==> config.mk <==
export PLATFORM = sky130hd
export DESIGN_NAME = counter_10
export DESIGN_NICKNAME = d
export VERILOG_FILES = /design/src/rtl/counter_10.sv
export SDC_FILE = /design/constraint.sdc
export NUM_CORES = 1
export LEC_CHECK = 0
export ABC_AREA = 1
export ABC_CLOCK_PERIOD_IN_PS = 1500
export CORE_AREA = 10 10 47 49
export DETAILED_ROUTE_END_ITERATION = 10
export DIE_AREA = 0 0 57 59
export GPL_ROUTABILITY_DRIVEN = 0
export HOLD_SLACK_MARGIN = 0.06
export PLACE_DENSITY = 0.45
export SYNTH_ARGS = -nofsm -noshare
export SYNTH_HDL_FRONTEND = slang
export SYNTH_SLANG_ARGS = --single-unit
export TNS_END_PERCENT = 30
==> constraint.sdc <==
create_clock -name clk -period 1.5 [get_ports clk]
set_input_delay 0.375 -clock clk [delete_from_list [all_inputs] [get_ports clk]]
set_output_delay 0.375 -clock clk [all_outputs]
set_load 0.01 [all_outputs]
==> src/rtl/counter_10.sv <==
// Free-running modulo-MODULUS counter with a wrap flag for cascading digits.
// o_wrap is decoded straight from the count register, so it is clean relative to clk.
`timescale 1ns/100ps
module counter_10 #(
    parameter int MODULUS = 10,
    parameter int WIDTH   = 4
) (
    input  logic             clk,
    input  logic             rst_n,
    output logic [WIDTH-1:0] o_cnt,
    output logic             o_wrap
);

    localparam logic [WIDTH-1:0] LAST = WIDTH'(MODULUS - 1);

    generate
        if (MODULUS < 2 || MODULUS > (1 << WIDTH)) begin : g_bad_modulus
            $error("counter_10: MODULUS must lie in 2..2**WIDTH");
        end
    endgenerate

    logic [WIDTH-1:0] cnt_q;
    logic [WIDTH-1:0] cnt_d;

    // >= rather than == so an upset into an unused code drops back to 0.
    always_comb begin
        cnt_d = cnt_q + WIDTH'(1);
        if (cnt_q >= LAST) begin
            cnt_d = '0;
        end
    end

    always_ff @(posedge clk or negedge rst_n) begin
        if (!rst_n) begin
            cnt_q <= '0;
        end else begin
            cnt_q <= cnt_d;
        end
    end

    assign o_cnt  = cnt_q;
    assign o_wrap = (cnt_q == LAST);

endmodule

==> impl_results.md <==
* Fill count at between 150 and 200
* Initial antenna violation count at 0
* IO buf count at 6
* Leakage power at 0.000197 uW
* Post-route DRC violation count at 0
* Flops & latches, synth at 4
* H-tree depth at 1
* Hold_buf cts at 0
* Vias at around 200
* Mean Syn Cell Area at 8.91 sq um
* Post-Synthesis Cells at 25
* Seq pwr share at 0.450
* Slew HR at 0.888
* Yosys top cell area share at 0.449
* Part of the cycle the worst path needs at 0.970
* Clock power share at 0.533
* Clock skew at approximately 0.00026 ns
* Yosys warns at 0
* Yosys top cell by area: dfrtp_1
* Post-DRT Antenna Nets at 0
* CTS tree: built
* Setup Viol. Count Final at 0
* Fraction of the yosys area taken by sequential cells at 0.449
* Area growth syn-to-layout at 69.7%
* Status: complete, no violations
* CP Data Arrival Time at ~1.1 ns
* Initial Util at 0.159
* Clock slew at reported path FFs at ~0.040 ns
* Worst r2r dst: o_cnt[1]
* Worst path bufs/invs at 2
* Critical path capture point type: primary output
* Mapped Nets at 30
* Drt initial violations at 1
* Slew @ Worst Pin at approximately 0.17 ns
* Clk_lat worst skew at approximately 0.23 ns
* Core Region at about 1400 sq um
* Total power at about 240 uW
* Max_cap viols at 0
* Final #Nets at between 40 and 50
* CP required at roughly 1.1 ns
* HP Class: in -> async
* R2R Setup Slk at between 0.3 and 0.4 ns
* Combinational share of power at 0.017
* Crit path kind: reg -> out
* Critical path's slowest cell: dfrtp_1
* Synth Cell Area at 223 sq um
* Number of flip-flops in the largest register at 4
* Pwr dens at roughly 640 nW/um^2
* Final hold viol count at 0
* Die Span Y at about 59 um
* Total Wirelength at a little over 500 um
* Delay-heaviest family, CP: buffers and inverters
* Count of cell types in the netlist at 12
* ANT cells at 0
* Final core utilization at 0.270
* Post-route insts no fill at 56
* Post-CTS setup buffers at 0
* Clk root buf: clkbuf_4
* Setup slack at placement at -0.235 ns
* Vias in the first global route at slightly above 200
* Minimum clock period at around 1.5 ns
* Dpl hpwl at around 420 um
* IO Pins at 7
* Vias per cell at 3.50
* Worst setup SP type: register
* Slew Limit Fails at 0
* Rows at 14
* First-pass GRT wire length at approximately 780 um
* Die area at roughly 3400 sq um
* Die W at 57 um
* Largest net degree at the start of global routing at 6
* Worst IR Drop VDD at around 0.28 mV
* Sw frac at 0.170
* Internal power at roughly 200 uW
* Reg2reg path depth at 5
* Area contributors post-synth: dfrtp_1 (45%), ha_1 (17%), inv_1 (8.4%), a21oi_1 (6.7%), nand2_1 (5.1%)
* Total gr overflow at 0
* Placed Cells at 53
* CP Cell Sequence: buf_4 > dlygate4sd2_1
* Final Cell Area at ~380 sq um
* Crit-path max FO at 5
* Placed Area at 348 sq um
* Sw Pwr at approximately 41 uW
* Critical Path Max Stage Delay at roughly 0.4 ns
* Final worst setup slack at about 0.045 ns
* Max clock buf depth at 2
* Clock sinks at 4
* Layout cell share with drive strength beyond 1 at 0.425
* Worst r2r src: o_cnt[0]
* CTS Buf Count at 3
* FMAX at 0.688 GHz
* GRT Overall Usage at 0.0325
* DR pass1 iterations at 2
* Drt wl/cell at between 9 and 10 um
[cell families after synthesis]
family,after synthesis,share of synthesized area
flops,4,0.449
simple gates,7,0.157
fa+ha+maj,3,0.169
compound gates,4,0.107
buf+inv,7,0.118
[through the flow]
step | hold WS (ns) | TNS, ns
2_1_floorplan | 0.0794 | 0
4_1_cts | 0.336 | -0.0345
6_report | 0.341 | 0
3_3_place_gp | 0.568 | -0.238
5_1_grt | 0.349 | -0.0220
3_5_place_dp | 0.559 | -0.235
[synthesized netlist by cell type]
cell      n
a21oi_1   3
inv_2     1
dfrtp_1   4
clkinv_1  1
nand2_1   3
inv_1     5
nand3_2   1
nor2_1    1
nand3_1   1
nor3_1    1
ha_1      3
a21oi_2   1
[routing by layer]
layer | share of wire | wire, um | global-route usage
met4 | 0 | 0 | 0.0503
met3 | 0.060 | 31 | 0.0172
met2 | 0.45 | 234 | 0.0372
met5 | 0 | 0 | 0
met1 | 0.48 | 250 | 0.0335
[power groups by stage]
stage                     sequential [uW]  combinational, uW  clock, uW
final                                 109               4.06        128
after floorplan                       110          0.0000730          0
after detailed placement              110               4.26          0
after global placement                110               4.27          0
after global routing                  108               4.62        140
after CTS                             109               4.26        139
[final cells by class]
| type | count | area, sq um | area share |
|---|---|---|---|
| Clock buffer | 3 | 22.5 | 0.0596 |
| Tap cell | 16 | 20.0 | 0.0530 |
| Multi-Input combinational cell | 14 | 114 | 0.301 |
| Inverter | 7 | 26.3 | 0.0695 |
| Sequential cell | 4 | 100 | 0.265 |
| Timing Repair Buffer | 12 | 95.1 | 0.252 |
[timing repair]
action / CTS / global route
setup endpoints to repair: 5 / 1
gates resized for setup: 8 / 5
pin swaps: 1 / 0
[cell usage in the layout (no fill, tap or decap), drive strengths merged]
cell | netlist | final
clkdlybuf4s50 | 0 | 1
buf | 0 | 7
clkbuf | 0 | 3
dfrtp | 4 | 4
nand3 | 2 | 2
nor2 | 1 | 1
nor3 | 1 | 1
nand2 | 3 | 3
inv | 6 | 7
ha | 3 | 3
dlygate4sd2 | 0 | 4
a21oi | 4 | 4
[worst max path at each step]
| stage | startpoint | to | depth (start not counted) |
|---|---|---|---|
| finish | o_cnt[0] | o_cnt[0] | 2 |
| global route | o_cnt[1] | o_wrap | 5 |
| CTS | o_cnt[1] | o_wrap | 5 |
| detailed placement | o_cnt[1] | o_wrap | 5 |
| global placement | o_cnt[1] | o_wrap | 5 |
| floorplan | o_cnt[1] | o_wrap | 4 |
Power figures use the tool's default switching activity.
